## src/rtl/fsm_key_unlock_ctrl.sv

```systemverilog
// ---------------------------------------------------------------------------
// fsm_key_unlock_ctrl
//
// Gatekeeper for a protected FSM. The protected FSM stays in reset with its
// clock disabled until the correct multi-word key sequence arrives on key_in.
// After MAX_FAIL wrong attempts in a row, the controller enters a timed
// lockout.
//
// Optional feature: define UNLOCK_TIMEOUT_EN to limit how long the block can
// stay unlocked. When defined, UNLOCKED lasts at most UNLOCK_TMO cycles.
//
// Ports
//   clk        : clock. Every state change happens on the rising edge.
//   rst        : asynchronous reset, active low.
//   start      : begins an unlock attempt. Only sampled in IDLE.
//   key_valid  : key_in holds a valid key word in this cycle.
//   key_in     : key word, KEY_W bits.
//   relock     : forces UNLOCKED back to IDLE.
//   busy       : high while an attempt is being checked (CHECK / FAIL_WAIT).
//   unlocked   : high in UNLOCKED.
//   locked_out : high in LOCKOUT.
//   fsm_en     : clock enable for the protected FSM. High only when unlocked.
//   fsm_rst    : reset for the protected FSM, active high. Low only when
//                unlocked.
//   fail_cnt   : count of consecutive failed attempts. Saturates at MAX_FAIL.
//
// Each flag output is a register decoded from the current state, so a flag
// follows its state by one clock cycle.
// ---------------------------------------------------------------------------
module fsm_key_unlock_ctrl #(
  parameter int unsigned             KEY_W       = 8,
  parameter int unsigned             SEQ_LEN     = 4,
  parameter logic [SEQ_LEN*KEY_W-1:0] KEY_SEQ    = 32'hE10F3CA5,
  parameter int unsigned             MAX_FAIL    = 3,
  parameter int unsigned             LOCKOUT_CYC = 16
`ifdef UNLOCK_TIMEOUT_EN
  , parameter int unsigned           UNLOCK_TMO  = 64
`endif
) (
  input  logic             clk,
  input  logic             rst,
  input  logic             start,
  input  logic             key_valid,
  input  logic [KEY_W-1:0] key_in,
  input  logic             relock,
  output logic             busy,
  output logic             unlocked,
  output logic             locked_out,
  output logic             fsm_en,
  output logic             fsm_rst,
  output logic [2:0]       fail_cnt
);

  localparam int unsigned IDX_W  = $clog2(SEQ_LEN);
  localparam int unsigned LOCK_W = $clog2(LOCKOUT_CYC + 1);
`ifdef UNLOCK_TIMEOUT_EN
  localparam int unsigned TMO_W  = $clog2(UNLOCK_TMO + 1);
`endif

  typedef enum logic [2:0] {
    S_IDLE      = 3'd0,
    S_CHECK     = 3'd1,
    S_FAIL_WAIT = 3'd2,
    S_UNLOCKED  = 3'd3,
    S_LOCKOUT   = 3'd4
  } state_t;

  state_t             state_reg;
  logic [IDX_W-1:0]   idx_reg;
  logic               mismatch_reg;
  logic [LOCK_W-1:0]  lock_timer_reg;
`ifdef UNLOCK_TIMEOUT_EN
  logic [TMO_W-1:0]   tmo_timer_reg;
`endif

  // Split the packed key into words. Word 0 is checked first.
  logic [KEY_W-1:0] key_word [SEQ_LEN];
  for (genvar gi = 0; gi < SEQ_LEN; gi++) begin : g_key_word
    assign key_word[gi] = KEY_SEQ[gi*KEY_W +: KEY_W];
  end

  logic word_bad;
  logic last_word;
  assign word_bad  = (key_in != key_word[idx_reg]);
  assign last_word = (idx_reg == IDX_W'(SEQ_LEN - 1));

  always_ff @(posedge clk or negedge rst) begin
    if (!rst) begin
      state_reg      <= S_IDLE;
      idx_reg        <= '0;
      mismatch_reg   <= 1'b0;
      lock_timer_reg <= '0;
`ifdef UNLOCK_TIMEOUT_EN
      tmo_timer_reg  <= '0;
`endif
      fail_cnt       <= 3'd0;
      busy           <= 1'b0;
      unlocked       <= 1'b0;
      locked_out     <= 1'b0;
      fsm_en         <= 1'b0;
      fsm_rst        <= 1'b1;
    end else begin
      busy       <= (state_reg == S_CHECK) || (state_reg == S_FAIL_WAIT);
      unlocked   <= (state_reg == S_UNLOCKED);
      fsm_en     <= (state_reg == S_UNLOCKED);
      fsm_rst    <= (state_reg != S_UNLOCKED);
      locked_out <= (state_reg == S_LOCKOUT);

      case (state_reg)
        S_IDLE: begin
          if (start) begin
            state_reg    <= S_CHECK;
            idx_reg      <= '0;
            mismatch_reg <= 1'b0;
          end
        end

        S_CHECK: begin
          // Every word is consumed, even after a mismatch. This keeps the
          // attempt length independent of where the first wrong word was.
          if (key_valid) begin
            if (last_word) begin
              idx_reg      <= '0;
              mismatch_reg <= 1'b0;
              if (mismatch_reg || word_bad) begin
                state_reg <= S_FAIL_WAIT;
                if (fail_cnt < 3'(MAX_FAIL)) begin
                  fail_cnt <= fail_cnt + 3'd1;
                end
              end else begin
                state_reg <= S_UNLOCKED;
                fail_cnt  <= 3'd0;
`ifdef UNLOCK_TIMEOUT_EN
                tmo_timer_reg <= TMO_W'(UNLOCK_TMO);
`endif
              end
            end else begin
              idx_reg      <= idx_reg + 1'b1;
              mismatch_reg <= mismatch_reg | word_bad;
            end
          end
        end

        S_FAIL_WAIT: begin
          if (fail_cnt == 3'(MAX_FAIL)) begin
            state_reg      <= S_LOCKOUT;
            lock_timer_reg <= LOCK_W'(LOCKOUT_CYC);
          end else begin
            state_reg <= S_IDLE;
          end
        end

        S_UNLOCKED: begin
`ifdef UNLOCK_TIMEOUT_EN
          if (relock || (tmo_timer_reg == TMO_W'(1))) begin
            state_reg     <= S_IDLE;
            tmo_timer_reg <= '0;
          end else begin
            tmo_timer_reg <= tmo_timer_reg - 1'b1;
          end
`else
          if (relock) begin
            state_reg <= S_IDLE;
          end
`endif
        end

        S_LOCKOUT: begin
          // The timer is loaded with LOCKOUT_CYC. Leaving at a count of 1
          // gives exactly LOCKOUT_CYC cycles in this state.
          if (lock_timer_reg == LOCK_W'(1)) begin
            state_reg      <= S_IDLE;
            lock_timer_reg <= '0;
            fail_cnt       <= 3'd0;
          end else begin
            lock_timer_reg <= lock_timer_reg - 1'b1;
          end
        end

        default: state_reg <= S_IDLE;
      endcase
    end
  end

endmodule

```

## config.mk

```make
export PLATFORM = sky130hd
export DESIGN_NAME = fsm_key_unlock_ctrl
export DESIGN_NICKNAME = d
export VERILOG_FILES = /design/src/rtl/fsm_key_unlock_ctrl.sv
export SDC_FILE = /design/constraint.sdc
export NUM_CORES = 1
export LEC_CHECK = 0
export CORE_MARGIN = 2
export CORE_UTILIZATION = 54
export CTS_BUF_LIST = sky130_fd_sc_hd__clkbuf_8
export CTS_CLUSTER_DIAMETER = 80
export DETAILED_ROUTE_END_ITERATION = 16
export GPL_TIMING_DRIVEN = 0
export PLACE_DENSITY = 0.87
export SKIP_CTS_REPAIR_TIMING = 1
export SLEW_MARGIN = 5
export SYNTH_ARGS = -nofsm -noshare
export SYNTH_HDL_FRONTEND = slang
export SYNTH_SLANG_ARGS = --single-unit
```

## constraint.sdc

```tcl
create_clock -name clk -period 2 [get_ports clk]
set_clock_uncertainty 0.05 [all_clocks]
set_input_delay 0.3 -clock clk [delete_from_list [all_inputs] [get_ports clk]]
set_output_delay 0.3 -clock clk [all_outputs]
set_load 0.02 [all_outputs]
```

# Yosys cells after proc, flatten, opt, wreduce, memory -nomap -nowiden
# Index checks and enable logic that the tools add are counted.
dict set report op_classes {
  div_mod_pow 0
  shift 0
  n_eq_ne 16
  reduce_logical 10
  muxes 27
  n_bitwise 2
  n_lt_le_gt_ge 2
  n_addsub 3
  n_mul 0
}
# operator n
set op_table {}
lappend op_table {{$mux W3} 10}
lappend op_table {{$bmux W8 S2} 1}
lappend op_table {{$mux W8} 2}
lappend op_table {{$pmux W3 S5} 1}
lappend op_table {{$mux W5} 2}
lappend op_table {{$pmux W5 S2} 1}
lappend op_table {{$reduce_and A5 Y1} 2}
lappend op_table {{$eq A3 B2 Y1 const B} 3}
lappend op_table {{$ne A2 B2 Y1 const B} 4}
lappend op_table {{$ne A8 B8 Y1} 1}
lappend op_table {{$mux W2} 3}
lappend op_table {{$ne A3 B2 Y1 const B} 2}
lappend op_table {{$pmux W3 S2} 1}
lappend op_table {{$reduce_bool A2 Y1} 3}
lappend op_table {{$eq A5 B1 Y1 const B} 1}
lappend op_table {{$sub A5 B1 Y5 const B} 1}
lappend op_table {{$mux W1} 4}
lappend op_table {{$ne A2 B1 Y1 const B} 2}
lappend op_table {{$pmux W2 S2} 1}
lappend op_table {{$add A3 B1 Y3 const B} 1}
lappend op_table {{$eq A3 B1 Y1 const B} 1}
lappend op_table {{$eq A3 B3 Y1 const B} 1}
lappend op_table {{$ge A3 B3 Y1 const B} 1}
lappend op_table {{$logic_not A3 Y1} 1}
lappend op_table {{9 further kinds} 10}
dict set report word_totals {
  latch_bits 0
  input_bits 13
  romBits 0
  elab_cells 69
  memories 0
  ramBits 0
  regBits 18
}

# Logic depth before layout (Yosys ltp)
# Gate-level depths: netlist (run 1).
dict set report depth {
  ltp_word 10
  depth_mapped 7
}

# Worst setup path before layout (run 1)
# OpenSTA, ideal clock, no wires.
dict set report synth_timing {
  kind {register to register}
  from {register idx_reg[0]}
  to {register fail_cnt[0]}
  setup_ns 0.133
  required_ns 1.817
  setup_slack_ns 0.318
  period_less_slack_ns 1.682
  arrival_time_ns 1.499
  path_stages_with_launch 8
  cell_sequence {dfrtp_1 -> inv_1 -> ha_1 -> xnor2_1 -> nor4_1 -> nand3_1 -> a21oi_1 -> o22ai_1}
}
dict set report synth_between {
  elab_chain_len 10
  elab_cells_between_ends 14
}
# item line
set synth_lines {}
lappend synth_lines {{from (decl)} 69} ;# logic [IDX_W-1:0] idx_reg;
lappend synth_lines {{from (signal assigned)} 138} ;# idx_reg <= idx_reg + 1'b1;
lappend synth_lines {{$not A2 Y3 (implied by the code)} 84} ;# assign word_bad = (key_in != key_word[idx_reg]);
lappend synth_lines {{$bmux W8 S2} 84}
lappend synth_lines {{$mux W8 (implied by the code) (2 in a row)} 84}
lappend synth_lines {{$ne A8 B8 Y1} 84}
lappend synth_lines {{$logic_or A1 B1 Y1} 125} ;# if (mismatch_reg || word_bad) begin
lappend synth_lines {{$mux W3} 125}
lappend synth_lines {{$mux W3} 122} ;# if (last_word) begin
lappend synth_lines {{$mux W3} 121} ;# if (key_valid) begin
lappend synth_lines {{$pmux W3 S2} 109} ;# case (state_reg)
lappend synth_lines {{to (signal assigned)} 128} ;# fail_cnt <= fail_cnt + 3'd1;
lappend synth_lines {{to (decl)} 51} ;# output logic [2:0] fail_cnt
# Several ways; a longest one is shown, not always the timed one. The select of a mux whose other input is x is not followed.
# A chain may end at the register's enable or synchronous reset.

# Worst setup path after layout (run 1)
# Ends and elaborated chain as after synthesis.

==> impl_metrics.tcl, run 1 <==
set metrics [dict create \
    routabilityCongestion 0.8576 \
    synth-seq-area-share_pct 39.32 \
    cp.arrival_ns 1.97 \
    final_common_cell "clkdlybuf4s50_1" \
    ys_warn_count 0 \
    synth_edf_count 0 \
    end_kind "flop" \
    p_total_w 0.001828 \
    rows 16 \
    clk_pin_slew_ns 0.07 \
    start_kind "flop" \
    clk-insertion-delay-late_ns 0.25 \
    h-tree-depth 1 \
    r2r_slack_ns 0.11 \
    antenna_found_initial 0 \
    final.min_clock_period_ns 1.888 \
    cp_num_buf_inv 1 \
    maxCapViolCount 0 \
    cts_buffers 3 \
    diodes 0 \
    postSynthAreaPerCell_sq_um 9.572 \
    wire_per_inst_um 13.05 \
    final_max_slew_viol_count 0 \
    die-height_um 50.12 \
    initial_core_util_pct 57.95 \
    fillers 130 \
    rr_worst_depth 7 \
    hold_class "in -> async" \
    path_cells "inv_1, ha_1, xnor2_1, nor4_1, nand3_2, a21oi_2, o22ai_1" \
    post-route-period-util_pct 94.41 \
    syn_to_final_growth_pct 25.93 \
    peakVddDrop_mv 0.9488 \
    drtIter0Drc 21 \
    p_leak_nw 0.6322 \
    fin_nets 168 \
    drt-total-wl_mm 2.232 \
    synth.distinct_cells 38 \
    crit_type "reg -> reg" \
    io_buffer_count 20 \
    final_cell_mix "20 x clkdlybuf4s50_1, 17 x dfrtp_1, 10 x o21ai_0, 10 x ha_1, 9 x inv_1" \
    ys_ff_latch 18 \
    clockBufferDepth 2 \
    rsz0062_at_grt "false" \
    pwr_density_cell_nw_per_um2 1264 \
    ctsRootBufferMaster "clkbuf_8" \
    grt_pass1_wl_mm 3.953 \
    cp_max_fo 7 \
    run_status "complete, no violations" \
    die-area_sq_um 2512 \
    drive_gt1_share_pct 15.28 \
    first_pass_iters 4 \
    ios 21 \
    max_stage_delay_ns 0.44 \
    synthCells 120 \
    max_freq_mhz 529.6 \
    tritoncts "yes" \
    final_antenna_net_count 0 \
    synth_nets 143 \
    clock_sinks 18 \
    fin_area_sq_um 1446 \
    hold_viol 0 \
    dp_hpwl_mm 1.672 \
    synth_ff_type "dfrtp_1" \
    largest_reg_flops 5 \
    place_area_sq_um 1383 \
    worst_pin_slew_ns 0.7720 \
    coreArea_sq_um 1982 \
    grt_max_degree 19 \
    hold_slack_ns 0.4510 \
    crit_family "simple AND/OR/NAND/NOR gates" \
    setup_violations 0 \
    required_ns 2.08 \
    vias 933 \
    via_per_inst 5.456 \
    reg2reg_to "fail_cnt[0]" \
    netlist_area_sq_um 1149 \
    grt_pass1_vias 912 \
    relSlewSlack_pct 48.37 \
    slowest_stage "dfrtp_1" \
    drc 0 \
    synthArstFlopShare_pct 100.0 \
    fin_tns_setup_ns 0 \
    fp.dieW_um 50.12 \
    grt_usage_pct 20.80 \
    grt-ovfl-total 0 \
    reg2reg_from "idx_reg[0]" \
]
-- through the flow --
step / util (%) / setup slack, ns / cells
3_3_place_gp: 69.76 / 0.1646 / 167
6_report: 72.98 / 0.1119 / 171
5_1_grt: 72.98 / 0.009057 / 171
4_1_cts: 72.54 / 0.06201 / 171
2_1_floorplan: - / 0.3182 / 120
3_5_place_dp: 69.76 / 0.1085 / 167
-- worst max path at each step --
stage	depth (start not counted)	slack [ns]	end	start
after global placement	7	0.16	fail_cnt[0]	idx_reg[0]
final	7	0.11	fail_cnt[0]	idx_reg[0]
after detailed placement	7	0.11	fail_cnt[0]	idx_reg[0]
after CTS	7	0.06	fail_cnt[0]	idx_reg[0]
after floorplan	7	0.32	fail_cnt[0]	idx_reg[0]
after global routing	7	0.009	fail_cnt[0]	idx_reg[0]
-- logic make-up (layout without fill, tap and decap cells) --
kind of cell,after synthesis,after routing,share of synthesized area [%]
AOI/OAI and AO/OA,28,28,14.05
xor gates and xnor gates,8,8,6.100
adders and majority gates,10,10,10.89
buffers and inverters,15,39,7.406
DFF,18,18,39.33
muxes,2,2,1.852
and+or+nand+nor,39,39,20.37
-- synthesized netlist by cell type (2+ instances only) --
cell type / count / share of area, %
o21ai_1: 3 / 1.3
dfrtp_1: 17 / 37
nor4_1: 2 / 1.1
o22ai_1: 2 / 1.1
nor2_1: 6 / 2.0
buf_6: 3 / 2.9
inv_1: 9 / 2.9
nand2_1: 7 / 2.3
o21ai_0: 10 / 4.4
a21oi_2: 2 / 1.5
xor2_1: 3 / 2.3
nand3_1: 4 / 1.7
nor3_1: 4 / 1.7
ha_1: 10 / 11
a21oi_1: 7 / 3.0
nand2b_1: 4 / 2.2
xnor2_1: 5 / 3.8
nand3b_1: 2 / 1.3
-- cell type report --
type | instances | area (sq um) | area share [%]
multi-input combinational | 87 | 620.6 | 42.91
inverter | 10 | 38.79 | 2.682
buffer | 5 | 46.29 | 3.201
clock buffer | 4 | 55.05 | 3.806
tap | 27 | 33.78 | 2.336
timing repair buffer | 20 | 200.2 | 13.84
sequential | 18 | 451.7 | 31.23
-- metal layers --
layer | vias to the layer above | wire length [um] | GRT usage, %
met2 | 24 | 1077 | 33.11
met5 | - | 0 | 0
met1 | 445 | 1016 | 26.65
met3 | 6 | 112 | 7.273
met4 | 0 | 25 | 5.556
li1 | 458 | - | -
-- report_power, final --
group | switching [W] | leakage, nW | internal (W) | total, W
clock network | 0.000116 | 0.0288 | 0.000175 | 0.000291
logic | 0.000484 | 0.378 | 0.000436 | 0.000920
registers | 0.000119 | 0.225 | 0.000499 | 0.000618
total | 0.000719 | 0.632 | 0.00111 | 0.00183
(Power assumes the default switching activity.)
==> inputs of run 2 (changes only) <==
--- a/config.mk
+++ b/config.mk
@@ -13,7 +13,6 @@
 export GPL_TIMING_DRIVEN = 0
 export PLACE_DENSITY = 0.87
 export SKIP_CTS_REPAIR_TIMING = 1
-export SLEW_MARGIN = 5
 export SYNTH_ARGS = -nofsm -noshare
 export SYNTH_HDL_FRONTEND = slang
 export SYNTH_SLANG_ARGS = --single-unit
==> results of run 2 <==
The final DEF is identical to that of run 1; final timing and power are the same.
